File: src/rtl/pid_pkg.sv
// Shared types and helpers for the PID controller: FSM states, filter shift, signed clamp.
// Latency: none (declarations only).
// Backpressure: not applicable.
package pid_pkg;

  typedef enum logic [2:0] {
    IDLE,
    ERR,
    MUL,
    TERM,
    SUM
  } pid_state_t;

  // Derivative IIR pole: df moves 1/4 of the way toward the new sample each computation.
  localparam int DFILT_SHIFT = 2;

  // Common container width for the clamp helper; callers sign-extend their operands into it.
  localparam int CLAMP_W = 64;

  function automatic logic signed [CLAMP_W-1:0] clamp_s(
    input logic signed [CLAMP_W-1:0] x,
    input logic signed [CLAMP_W-1:0] lo,
    input logic signed [CLAMP_W-1:0] hi
  );
    if (x > hi) return hi;
    else if (x < lo) return lo;
    else return x;
  endfunction

endpackage

File: src/rtl/pid_ctrl_gen2_if.sv
// Request/response bundle between the heater controller and the PID block.
// Latency: none (wiring only).
// Backpressure: start is only honoured while busy is low; no queueing.
interface pid_ctrl_gen2_if #(
  parameter int WIDTH = 12
);
  logic                    start;
  logic                    clear_int;
  logic signed [WIDTH-1:0] kp;
  logic signed [WIDTH-1:0] ki;
  logic signed [WIDTH-1:0] kd;
  logic        [WIDTH-1:0] setpoint;
  logic        [WIDTH-1:0] measured;
  logic                    busy;
  logic                    done;
  logic signed [WIDTH-1:0] response;
  logic                    sat_hi;
  logic                    sat_lo;

  modport master (
    output start, clear_int, kp, ki, kd, setpoint, measured,
    input  busy, done, response, sat_hi, sat_lo
  );

  modport slave (
    input  start, clear_int, kp, ki, kd, setpoint, measured,
    output busy, done, response, sat_hi, sat_lo
  );
endinterface

File: src/rtl/pid_sat.sv
// Combinational signed saturator: clamps din into [MIN, MAX] and flags which bound was hit.
// Latency: 0 cycles.
// Backpressure: none; purely combinational.
module pid_sat
  import pid_pkg::*;
#(
  parameter int                       IN_W  = 25,
  parameter int                       OUT_W = 12,
  parameter logic signed [OUT_W-1:0]  MAX   = 12'sh3F0,
  parameter logic signed [OUT_W-1:0]  MIN   = 12'sh000
) (
  input  logic signed [IN_W-1:0]  din,
  output logic signed [OUT_W-1:0] dout,
  output logic                    hi,
  output logic                    lo
);

  logic signed [CLAMP_W-1:0] x_ext;
  logic signed [CLAMP_W-1:0] hi_ext;
  logic signed [CLAMP_W-1:0] lo_ext;
  logic signed [CLAMP_W-1:0] y;

  // Sign-extend into the common width, clamp, and report strict bound violations only.
  always_comb begin
    x_ext  = {{(CLAMP_W-IN_W){din[IN_W-1]}}, din};
    hi_ext = {{(CLAMP_W-OUT_W){MAX[OUT_W-1]}}, MAX};
    lo_ext = {{(CLAMP_W-OUT_W){MIN[OUT_W-1]}}, MIN};
    y      = clamp_s(x_ext, lo_ext, hi_ext);
    dout   = OUT_W'(y);
    hi     = (x_ext > hi_ext);
    lo     = (x_ext < lo_ext);
  end

endmodule

File: src/rtl/pid_ctrl_gen2.sv
// Saturated signed fixed-point PID, one computation per start; optional D filter via PID_DERIV_FILTER_EN.
// Latency: start sampled at edge N -> done pulse after edge N+4; next start accepted in the done cycle.
// Backpressure: start ignored while busy (not queued); response and sat flags held until next done.
module pid_ctrl_gen2
  import pid_pkg::*;
#(
  parameter int               WIDTH         = 12,
  parameter int               FRAC          = 4,
  parameter logic [WIDTH-1:0] OUT_MAX       = 12'h3F0,
  parameter logic [WIDTH-1:0] OUT_MIN       = 12'h000,
  parameter bit               ALLOW_NEG_ERR = 1'b0
) (
  input logic             CLK,
  input logic             RST,
  pid_ctrl_gen2_if.slave  bus
);

  localparam int PW = 2*WIDTH + 1;  // full product width
  localparam int IW = PW + 1;       // integrator accumulation width
  localparam int SW = WIDTH + 2;    // three-term sum width

  pid_state_t state;

  logic signed [WIDTH-1:0] kp_r, ki_r, kd_r;
  logic        [WIDTH-1:0] sp_r, meas_r, last_meas;
  logic                    clr_r, first_flag;
  logic signed [WIDTH:0]   e_r;
  logic signed [PW-1:0]    p_r, i_r, d_r;
  logic signed [WIDTH-1:0] p_t, integ;
  logic                    busy_r, done_r, sat_hi_r, sat_lo_r;
  logic signed [WIDTH-1:0] response_r;

  logic signed [WIDTH:0]   e_raw, dmeas;
  logic signed [PW-1:0]    p_prod, i_prod, d_prod, p_shr, d_shr;
  logic signed [IW-1:0]    int_acc;
  logic signed [WIDTH-1:0] int_base, p_sat, d_sat, int_sat, sum_sat, d_feed;
  logic signed [SW-1:0]    sum_acc;
  logic                    sum_hi, sum_lo;
  logic [5:0]              term_flags_unused;

`ifdef PID_DERIV_FILTER_EN
  logic signed [WIDTH-1:0] df, df_base, df_next;
  logic signed [WIDTH:0]   df_diff;

  // First-order IIR on the clamped D term; clear_int restarts it from zero along with the integrator.
  always_comb begin
    df_base = clr_r ? '0 : df;
    df_diff = (WIDTH+1)'(d_sat) - (WIDTH+1)'(df_base);
    df_next = df_base + WIDTH'(df_diff >>> DFILT_SHIFT);
    d_feed  = df;
  end
`else
  logic signed [WIDTH-1:0] d_t;

  // Unfiltered build: the clamped D term goes straight into the sum.
  always_comb d_feed = d_t;
`endif

  // Datapath arithmetic shared by the ERR/MUL/TERM/SUM steps; setpoint/measured are unsigned, so zero-extend.
  always_comb begin
    e_raw    = $signed({1'b0, sp_r}) - $signed({1'b0, meas_r});
    dmeas    = $signed({1'b0, last_meas}) - $signed({1'b0, meas_r});
    p_prod   = PW'(kp_r) * PW'(e_r);
    i_prod   = PW'(ki_r) * PW'(e_r);
    d_prod   = first_flag ? '0 : PW'(kd_r) * PW'(dmeas);
    p_shr    = p_r >>> FRAC;
    d_shr    = d_r >>> FRAC;
    int_base = clr_r ? '0 : integ;
    int_acc  = IW'(int_base) + IW'(i_r >>> FRAC);
    sum_acc  = SW'(p_t) + SW'(integ) + SW'(d_feed);
  end

  pid_sat #(.IN_W(PW), .OUT_W(WIDTH), .MAX(OUT_MAX), .MIN(OUT_MIN)) u_sat_p (
    .din(p_shr), .dout(p_sat), .hi(term_flags_unused[0]), .lo(term_flags_unused[1])
  );

  pid_sat #(.IN_W(PW), .OUT_W(WIDTH), .MAX(OUT_MAX), .MIN(OUT_MIN)) u_sat_d (
    .din(d_shr), .dout(d_sat), .hi(term_flags_unused[2]), .lo(term_flags_unused[3])
  );

  // Clamping the running integrator itself is what keeps it from winding up past the limits.
  pid_sat #(.IN_W(IW), .OUT_W(WIDTH), .MAX(OUT_MAX), .MIN(OUT_MIN)) u_sat_i (
    .din(int_acc), .dout(int_sat), .hi(term_flags_unused[4]), .lo(term_flags_unused[5])
  );

  pid_sat #(.IN_W(SW), .OUT_W(WIDTH), .MAX(OUT_MAX), .MIN(OUT_MIN)) u_sat_s (
    .din(sum_acc), .dout(sum_sat), .hi(sum_hi), .lo(sum_lo)
  );

  // Sequencer plus all datapath state; reset aborts any computation without a done pulse.
  always_ff @(posedge CLK or posedge RST) begin
    if (RST) begin
      state      <= IDLE;
      kp_r       <= '0;
      ki_r       <= '0;
      kd_r       <= '0;
      sp_r       <= '0;
      meas_r     <= '0;
      clr_r      <= 1'b0;
      e_r        <= '0;
      p_r        <= '0;
      i_r        <= '0;
      d_r        <= '0;
      p_t        <= '0;
      integ      <= '0;
      last_meas  <= '0;
      first_flag <= 1'b1;
      busy_r     <= 1'b0;
      done_r     <= 1'b0;
      response_r <= '0;
      sat_hi_r   <= 1'b0;
      sat_lo_r   <= 1'b0;
`ifdef PID_DERIV_FILTER_EN
      df         <= '0;
`else
      d_t        <= '0;
`endif
    end else begin
      done_r <= 1'b0;
      case (state)
        IDLE: begin
          if (bus.start) begin
            kp_r   <= bus.kp;
            ki_r   <= bus.ki;
            kd_r   <= bus.kd;
            sp_r   <= bus.setpoint;
            meas_r <= bus.measured;
            clr_r  <= bus.clear_int;
            busy_r <= 1'b1;
            state  <= ERR;
          end
        end
        ERR: begin
          e_r   <= (!ALLOW_NEG_ERR && e_raw[WIDTH]) ? '0 : e_raw;
          state <= MUL;
        end
        MUL: begin
          p_r   <= p_prod;
          i_r   <= i_prod;
          d_r   <= d_prod;
          state <= TERM;
        end
        TERM: begin
          p_t        <= p_sat;
          integ      <= int_sat;
          last_meas  <= meas_r;
          first_flag <= 1'b0;
`ifdef PID_DERIV_FILTER_EN
          df         <= df_next;
`else
          d_t        <= d_sat;
`endif
          state      <= SUM;
        end
        SUM: begin
          response_r <= sum_sat;
          sat_hi_r   <= sum_hi;
          sat_lo_r   <= sum_lo;
          done_r     <= 1'b1;
          busy_r     <= 1'b0;
          state      <= IDLE;
        end
        default: state <= IDLE;
      endcase
    end
  end

  assign bus.busy     = busy_r;
  assign bus.done     = done_r;
  assign bus.response = response_r;
  assign bus.sat_hi   = sat_hi_r;
  assign bus.sat_lo   = sat_lo_r;

endmodule

File: src/flat_wrapper.sv
// flat-port wrapper written by rule: the top's interface ports become plain ports
module pid_ctrl_gen2_flat import pid_pkg::*;
#(
  parameter int               WIDTH         = 12,
  parameter int               FRAC          = 4,
  parameter logic [WIDTH-1:0] OUT_MAX       = 12'h3F0,
  parameter logic [WIDTH-1:0] OUT_MIN       = 12'h000,
  parameter bit               ALLOW_NEG_ERR = 1'b0
)
  (CLK, RST, bus_start, bus_clear_int, bus_kp, bus_ki, bus_kd, bus_setpoint, bus_measured, bus_busy, bus_done, bus_response, bus_sat_hi, bus_sat_lo);
  pid_ctrl_gen2_if #(.WIDTH(WIDTH)) bus_i ();
  input logic CLK;
  input logic RST;
  input wire logic [$bits(bus_i.start)-1:0] bus_start;
  input wire logic [$bits(bus_i.clear_int)-1:0] bus_clear_int;
  input wire logic [$bits(bus_i.kp)-1:0] bus_kp;
  input wire logic [$bits(bus_i.ki)-1:0] bus_ki;
  input wire logic [$bits(bus_i.kd)-1:0] bus_kd;
  input wire logic [$bits(bus_i.setpoint)-1:0] bus_setpoint;
  input wire logic [$bits(bus_i.measured)-1:0] bus_measured;
  output wire logic [$bits(bus_i.busy)-1:0] bus_busy;
  output wire logic [$bits(bus_i.done)-1:0] bus_done;
  output wire logic [$bits(bus_i.response)-1:0] bus_response;
  output wire logic [$bits(bus_i.sat_hi)-1:0] bus_sat_hi;
  output wire logic [$bits(bus_i.sat_lo)-1:0] bus_sat_lo;
  assign bus_i.start = bus_start;
  assign bus_i.clear_int = bus_clear_int;
  assign bus_i.kp = bus_kp;
  assign bus_i.ki = bus_ki;
  assign bus_i.kd = bus_kd;
  assign bus_i.setpoint = bus_setpoint;
  assign bus_i.measured = bus_measured;
  assign bus_busy = bus_i.busy;
  assign bus_done = bus_i.done;
  assign bus_response = bus_i.response;
  assign bus_sat_hi = bus_i.sat_hi;
  assign bus_sat_lo = bus_i.sat_lo;
  pid_ctrl_gen2 #(.WIDTH(WIDTH), .FRAC(FRAC), .OUT_MAX(OUT_MAX), .OUT_MIN(OUT_MIN), .ALLOW_NEG_ERR(ALLOW_NEG_ERR)) u_core (.CLK(CLK), .RST(RST), .bus(bus_i));
endmodule
File: config.mk
export PLATFORM = sky130hd
export DESIGN_NAME = pid_ctrl_gen2_flat
export DESIGN_NICKNAME = d
export VERILOG_FILES = /design/src/rtl/pid_pkg.sv /design/src/rtl/pid_ctrl_gen2_if.sv /design/src/rtl/pid_sat.sv /design/src/rtl/pid_ctrl_gen2.sv /design/src/flat_wrapper.sv
export SDC_FILE = /design/constraint.sdc
export NUM_CORES = 2
export LEC_CHECK = 0
export CAP_MARGIN = 20
export CORE_ASPECT_RATIO = 1.4
export CORE_MARGIN = 2
export CORE_UTILIZATION = 40
export CTS_CLUSTER_SIZE = 40
export DETAILED_ROUTE_END_ITERATION = 10
export SLEW_MARGIN = 30
export SYNTH_ARGS = -nofsm -noshare
export SYNTH_HDL_FRONTEND = slang
export SYNTH_SLANG_ARGS = --single-unit
File: constraint.sdc
create_clock -name CLK -period 8.6 [get_ports CLK]
set_input_delay 1.29 -clock CLK [delete_from_list [all_inputs] [get_ports CLK]]
set_output_delay 1.29 -clock CLK [all_outputs]
set_load 0.005 [all_outputs]
Word-level counts from Yosys, hierarchy flattened

Index checks and enable logic that the tools add are counted.
Widths: inputs -> output; s select.

Bits in writable memories: 0
Bits in registers: 216
Memory bits (read-only): 0
Logic and storage cells: 62
Memories: 0
Bits in latches: 0

$add $sub $neg: 5
Shifts and indexed selects: 0
$mul: 3
Mux-type cells: 16
Bitwise gates (word level): 0
Equal/unequal tests: 5
Reduce and logical (&&, ||, !) cells: 4
Divide/modulo/power cells: 0
Magnitude comparators: 8

Operator list:

| cell                 | number |
|---|---|
| $mux 12              | 10 |
| $mul 12x13->25       | 3 |
| $gt 21x11->1 const B | 2 |
| $lt 21x1->1 const B  | 2 |
| $sub 12x12->13       | 2 |
| $mux 25              | 1 |
| $add 12x21->22       | 1 |
| $gt 22x11->1 const B | 1 |
| $lt 22x1->1 const B  | 1 |
| $add 13x12->14       | 1 |
| $gt 14x11->1 const B | 1 |
| $lt 14x1->1 const B  | 1 |
| $add 12x12->13       | 1 |
| $pmux 3 s4           | 1 |
| $eq 3x2->1 const B   | 2 |
| $reduce_and 2->1     | 2 |
| $eq 3x1->1 const B   | 1 |
| $eq 3x3->1 const B   | 1 |
| $logic_not 3->1      | 1 |
| $mux 3               | 1 |
| $mux 1               | 2 |
| $ne 2x2->1 const B   | 1 |
| $pmux 1 s2           | 1 |
| $reduce_bool 2->1    | 1 |

Longest topological paths before layout

Depth in word-level cells: 5
Gate-level depth with buffers: 32

Cells and area by module

A second synthesis with hierarchy kept.

Cell total of the unflattened synthesis: 2906
Area, all modules: 26541.7 um^2

Modules (own cells, without submodules):

| module                       | cells an instance | seq. area each (um^2) | instances | area each (um^2) |
|---|---|---|---|---|
| pid_ctrl_gen2                | 2786              | 5106.1                | 1         | 25678.4 |
| pid_sat (u_core.u_sat_d ...) | 32                | 0.0                   | 2         | 246.5 |
| pid_sat (u_core.u_sat_i)     | 26                | 0.0                   | 1         | 192.7 |
| pid_sat (u_core.u_sat_s)     | 30                | 0.0                   | 1         | 177.7 |

Worst setup path before layout

Ideal clock, no wire load.

Kind: register -> register
From: register u_core.meas_r[0]
To: register u_core.d_r[24]
Arrival: 7.228 ns
Path slack: 1.251 ns
Required time: 8.479 ns
Clock period less this slack: 7.349 ns
Cell stages (with the launch flop): 32
Path buffers: 1
Cells stage by stage: dfrtp_1 -> ha_1 -> fa_1 -> nor2b_1 -> o21ai_0 -> a21boi_0 -> o21ai_0 -> a21bo_2 -> a21oi_1 -> nor3_1 -> xnor2_1 -> clkbuf_1 -> and2_1 -> fa_1 -> inv_1 -> fa_1 -> fa_1 -> inv_1 -> fa_1 -> inv_1 -> fa_1 -> inv_1 -> ha_1 -> a21o_1 -> a21o_1 -> or4b_1 -> a31oi_1 -> o21ai_1 -> a21oi_1 -> o31ai_1 -> xnor2_1 -> a22o_1

Longest elaborated chain between the ends: 3

Ends and longest elaborated chain:

| element                | line                 | text |
|---|---|---|
| start, declared        | pid_ctrl_gen2.sv:25  | `logic [WIDTH-1:0] sp_r, meas_r, last_meas;` |
| start signal, assigned | pid_ctrl_gen2.sv:127 | `meas_r <= bus.measured;` |
| $sub 12x12->13         | pid_ctrl_gen2.sv:62  | `dmeas = $signed({1'b0, last_meas}) - $signed({1'b0, meas_r});` |
| $mul 12x13->25         | pid_ctrl_gen2.sv:65  | `d_prod = first_flag ? '0 : PW'(kd_r) * PW'(dmeas);` |
| $mux 25                | pid_ctrl_gen2.sv:65  |  |
| end signal, assigned   | pid_ctrl_gen2.sv:140 | `d_r <= d_prod;` |
| end, declared          | pid_ctrl_gen2.sv:28  | `logic signed [PW-1:0] p_r, i_r, d_r;` |

Every way passes these cells.
A chain may end at the register's enable or synchronous reset.

Final worst setup path

From: register u_core.meas_r[0]
To: register u_core.d_r[23]

The elaborated chain is that of the path after synthesis.

==> results.txt <==
- The run finished with clean final reports.
- WP data required: 9070 ps
* Relative slew slack: 42.1%
- Yosys mapped a number of flops with a built-in enable equal to 0.
- Clock-pin slew was measured on the worst setup and hold paths at 60 ps.
- Mapped Nets: 3480
- Number of slew-limit violations in the final report: 0
- Worst slack on hold paths: 486 ps
- Setup repair after global routing left no endpoint under its margin.
- Dividing the detail-routed wire length by the instance count gives 17.3 um.
- Top cells by area, synth: sky130_fd_sc_hd__fa_1, sky130_fd_sc_hd__dfrtp_1, sky130_fd_sc_hd__ha_1
* Clk sinks: 204
- Of all nets on the critical path, the largest fanout is 7.
- The first global-routing pass estimated 106 mm of wire.
- Most frequent cells in the layout: sky130_fd_sc_hd__inv_1, sky130_fd_sc_hd__nand2_1, sky130_fd_sc_hd__fa_1, sky130_fd_sc_hd__ha_1, sky130_fd_sc_hd__dfrtp_1
* Portion of the post-synthesis area used by sequential elements: 19.6%
* Final count of negative-setup-slack endpoints: 0
- Critical path arrival: 8470 ps
* Violation count after the first detailed-route iteration: 884
- Leading cell type in the layout, fill and taps excluded: sky130_fd_sc_hd__inv_1
* Worst setup path startpoint: u_core.meas_r[0]
* Most common flop cell mapped by yosys: sky130_fd_sc_hd__dfrtp_1
- Routed via count: 19.0k
* Maximum achievable frequency: 125 MHz
- Initial antenna violation count: 2
- Post-detailed-placement half-perimeter wirelength: 51.0 mm
* IO Pins: 80
- Most utilized layer in the global route result: met2
- Counting stages on the worst path, the most repeated cell is sky130_fd_sc_hd__fa_1.
- For this run, global-route usage on met3 was measured as 1.85%.
* Synth warn: 0
- Root buffer cell: sky130_fd_sc_hd__clkbuf_16
* Height of the die: 306 um
- Sequential Area: 5110 um^2
- Number of max-cap violations: 0
* Category of the critical setup timing path: flop to flop
- Global-route usage over all layers: 19.8%
- The initialized floorplan defines 110 standard-cell rows.
- # port buffers: 79
* Starting density of the core: 40.4%
- In this design, the stage delay of the slowest critical-path cell is 550 ps.
- Post-synthesis async set-or-reset flop share: 100%
* Detailed Route WL: 63.8 mm
* Total DRC errors in the routed layout: 0
- The slowest stage of the critical path belongs to the cell sky130_fd_sc_hd__fa_1.
- H-Tree Level Count: 1
- Die area: 67100 um^2
- The clock reaches the later pin of the worst-skew pair after 570 ps.
- For the final database, setup skew stands at 30.8 ps.
* Launch point of the worst reg-to-reg path: u_core.meas_r[0]
- In the routed layout, each cell is associated on average with a via count of 5.17.
* Net count of the finished layout: 3503
- The endpoint identified for the worst register-to-register timing path is u_core.d_r[23].
- Worst min-delay path class: flop to flop
- Global Route met1 Usage: 22.5%
- Total of flip-flops plus latches after synthesis: 204
- Drt pass-1 iters: 5
- The hold violation count in the final report is 0.
- After clock tree synthesis, the flow added hold-fix buffers numbering 0.
- The via count of the first global-routing pass came to 20.8k.
- Buffers inserted by post-CTS timing repair: 0
- Period minus WS final: 8000 ps
- Of the available clock period, the critical path in the final layout requires 93.0%.
* Post-detailed-route count of antenna-violating nets: 0
- The worst register-to-register path has a depth of 30.
* Area taken by multi-input logic gates: 18600 um^2
- Synthesis handed over a netlist of 2797 instances.
* Met2 capacity usage during global routing: 37.7%
- Ratio of cells with drive above 1 in the final layout: 5.53%
* Reg-to-reg setup timing slack: 600 ps
- Inserted Clock Buffers: 26
* Mean area per synthesized cell: 9.29 um^2
* Global placer's final weighted congestion: 0.859
- The floorplan step defined a core boundary enclosing 64300 um^2.
- Summing every instance area after synthesis gives 26000 um^2.
- TritonCTS built the clock tree.
* Die width: 219 um
- Buffer depth of the longest clock path: 3
* Count of inserted antenna diode cells: 0
* Worst Setup Start Kind: flop
- Entering global routing, the biggest net connects 96 pins.
- Synth area leader: sky130_fd_sc_hd__fa_1
- CP Capture Point: u_core.d_r[23]
- STA classifies the critical path endpoint as a flop.
* Total negative slack for setup checks: 0 ps
- The synthesized design devotes to its leading area cell type 28.2% of total area.
- Counting distinct cell types in the post-synthesis netlist gives 75.
* Layout overhead on the synthesized area: 9.73%
- Along the worst hold path, the cell count comes to 2.
- The filler cells instantiated in the layout total 6183.
* Transition time of the tightest slew-check pin: 867 ps
* Remaining global-route overflow: 0
-- cell usage after synthesis, types with 4 or more instances --
master / n
sky130_fd_sc_hd__nand2_1: 372
sky130_fd_sc_hd__fa_1: 366
sky130_fd_sc_hd__o21bai_1: 12
sky130_fd_sc_hd__clkbuf_1: 108
sky130_fd_sc_hd__nand2b_1: 42
sky130_fd_sc_hd__o21ai_0: 112
sky130_fd_sc_hd__a211oi_1: 10
sky130_fd_sc_hd__xnor2_1: 65
sky130_fd_sc_hd__or2_2: 6
sky130_fd_sc_hd__a31oi_1: 11
sky130_fd_sc_hd__o211ai_1: 7
sky130_fd_sc_hd__o31ai_1: 19
sky130_fd_sc_hd__nand3b_1: 9
sky130_fd_sc_hd__dfrtp_1: 203
sky130_fd_sc_hd__or3_1: 6
sky130_fd_sc_hd__nand3_1: 17
sky130_fd_sc_hd__a21boi_0: 4
sky130_fd_sc_hd__ha_1: 253
sky130_fd_sc_hd__xor2_1: 30
sky130_fd_sc_hd__nand4_1: 9
sky130_fd_sc_hd__nor2b_1: 38
sky130_fd_sc_hd__a21oi_1: 77
sky130_fd_sc_hd__o41ai_1: 5
sky130_fd_sc_hd__and2_1: 156
sky130_fd_sc_hd__nor4_1: 6
sky130_fd_sc_hd__mux2_2: 62
sky130_fd_sc_hd__and3_1: 11
sky130_fd_sc_hd__nor3_1: 45
sky130_fd_sc_hd__a21o_1: 27
sky130_fd_sc_hd__mux2i_1: 10
sky130_fd_sc_hd__a22o_1: 43
sky130_fd_sc_hd__inv_1: 487
sky130_fd_sc_hd__nor2_1: 93
sky130_fd_sc_hd__a211o_1: 8
sky130_fd_sc_hd__o21a_1: 13
-- critical path: cells and delay by family, from the launching register on --
family / cells / cell delay (ps)
buffers and inverters: 4 / 210
DFF: 1 / 410
xor gates and xnor gates: 1 / 370
adders and majority gates: 8 / 3260
and+or+nand+nor: 6 / 1020
AOI/OAI and AO/OA: 11 / 2640
-- what timing repair did --
| item | CTS | global route |
|---|---|---|
| endpoints found under the setup margin | 0 | 1 |
| endpoints found under the hold margin | 0 | 0 |
| resized for setup | 0 | 1 |
-- routing by layer --
layer / part of all wire (%) / vias up
li1: - / 8925
met1: 38 / 9692
met2: 55 / 295
met3: 2.9 / 116
met4: 4.0 / 2
met5: 0.016 / -
-- cell families after synthesis --
group | synth area share [%]
mux | 3.07
buf+inv | 8.77
flops | 19.6
compound gates | 9.68
xor+xnor | 3.20
simple gates | 15.3
fa+ha+maj | 40.4
-- how the worst min path moves through the flow --
| stage | slack [ps] | start | to |
|---|---|---|---|
| CTS | 490 | u_core.p_r[23] | u_core.p_r[23] |
| global route | 510 | u_core.bus.response[7] | u_core.bus.response[7] |
| global placement | 470 | u_core.p_r[22] | u_core.p_r[22] |
| floorplan | 450 | u_core.p_r[17] | u_core.p_r[17] |
| finish | 490 | u_core.p_r[23] | u_core.p_r[23] |
| detailed placement | 470 | u_core.p_r[23] | u_core.p_r[23] |
-- final cells by class --
class / count / share of cell area, %
repair buffers: 108 / 3.61
inverters: 487 / 6.44
flip-flops and latches: 204 / 17.9
clock buffers: 32 / 2.50
well taps: 840 / 3.68
clock inverters: 15 / 0.544
multi-input cells: 1993 / 65.3
-- through the flow --
stage	cell area [um^2]	util [%]	worst slack [ps]	instances
after floorplan	26000	-	1250	2797
after global placement	27600	43.0	741	3631
after detailed placement	27600	43.0	657	3631
after CTS	28500	44.3	568	3678
after global routing	28500	44.4	78.9	3679
final	28500	44.4	602	3679
-- flip-flops by register name, summed over array words and instances (netlist names), 3 cells and up --
register,cells
u_core.d_r,21
u_core.i_r,21
u_core.p_r,21
u_core.bus.response,12
u_core.d_feed,12
u_core.e_r,12
u_core.integ,12
u_core.kd_r,12
u_core.ki_r,12
u_core.kp_r,12
u_core.last_meas,12
u_core.meas_r,12
u_core.p_t,12
u_core.sp_r,12
u_core.state,3
Power is left out: the tool's default activity adds up to more than one toggle a clock period on the data nets, which glitch-free logic cannot reach.
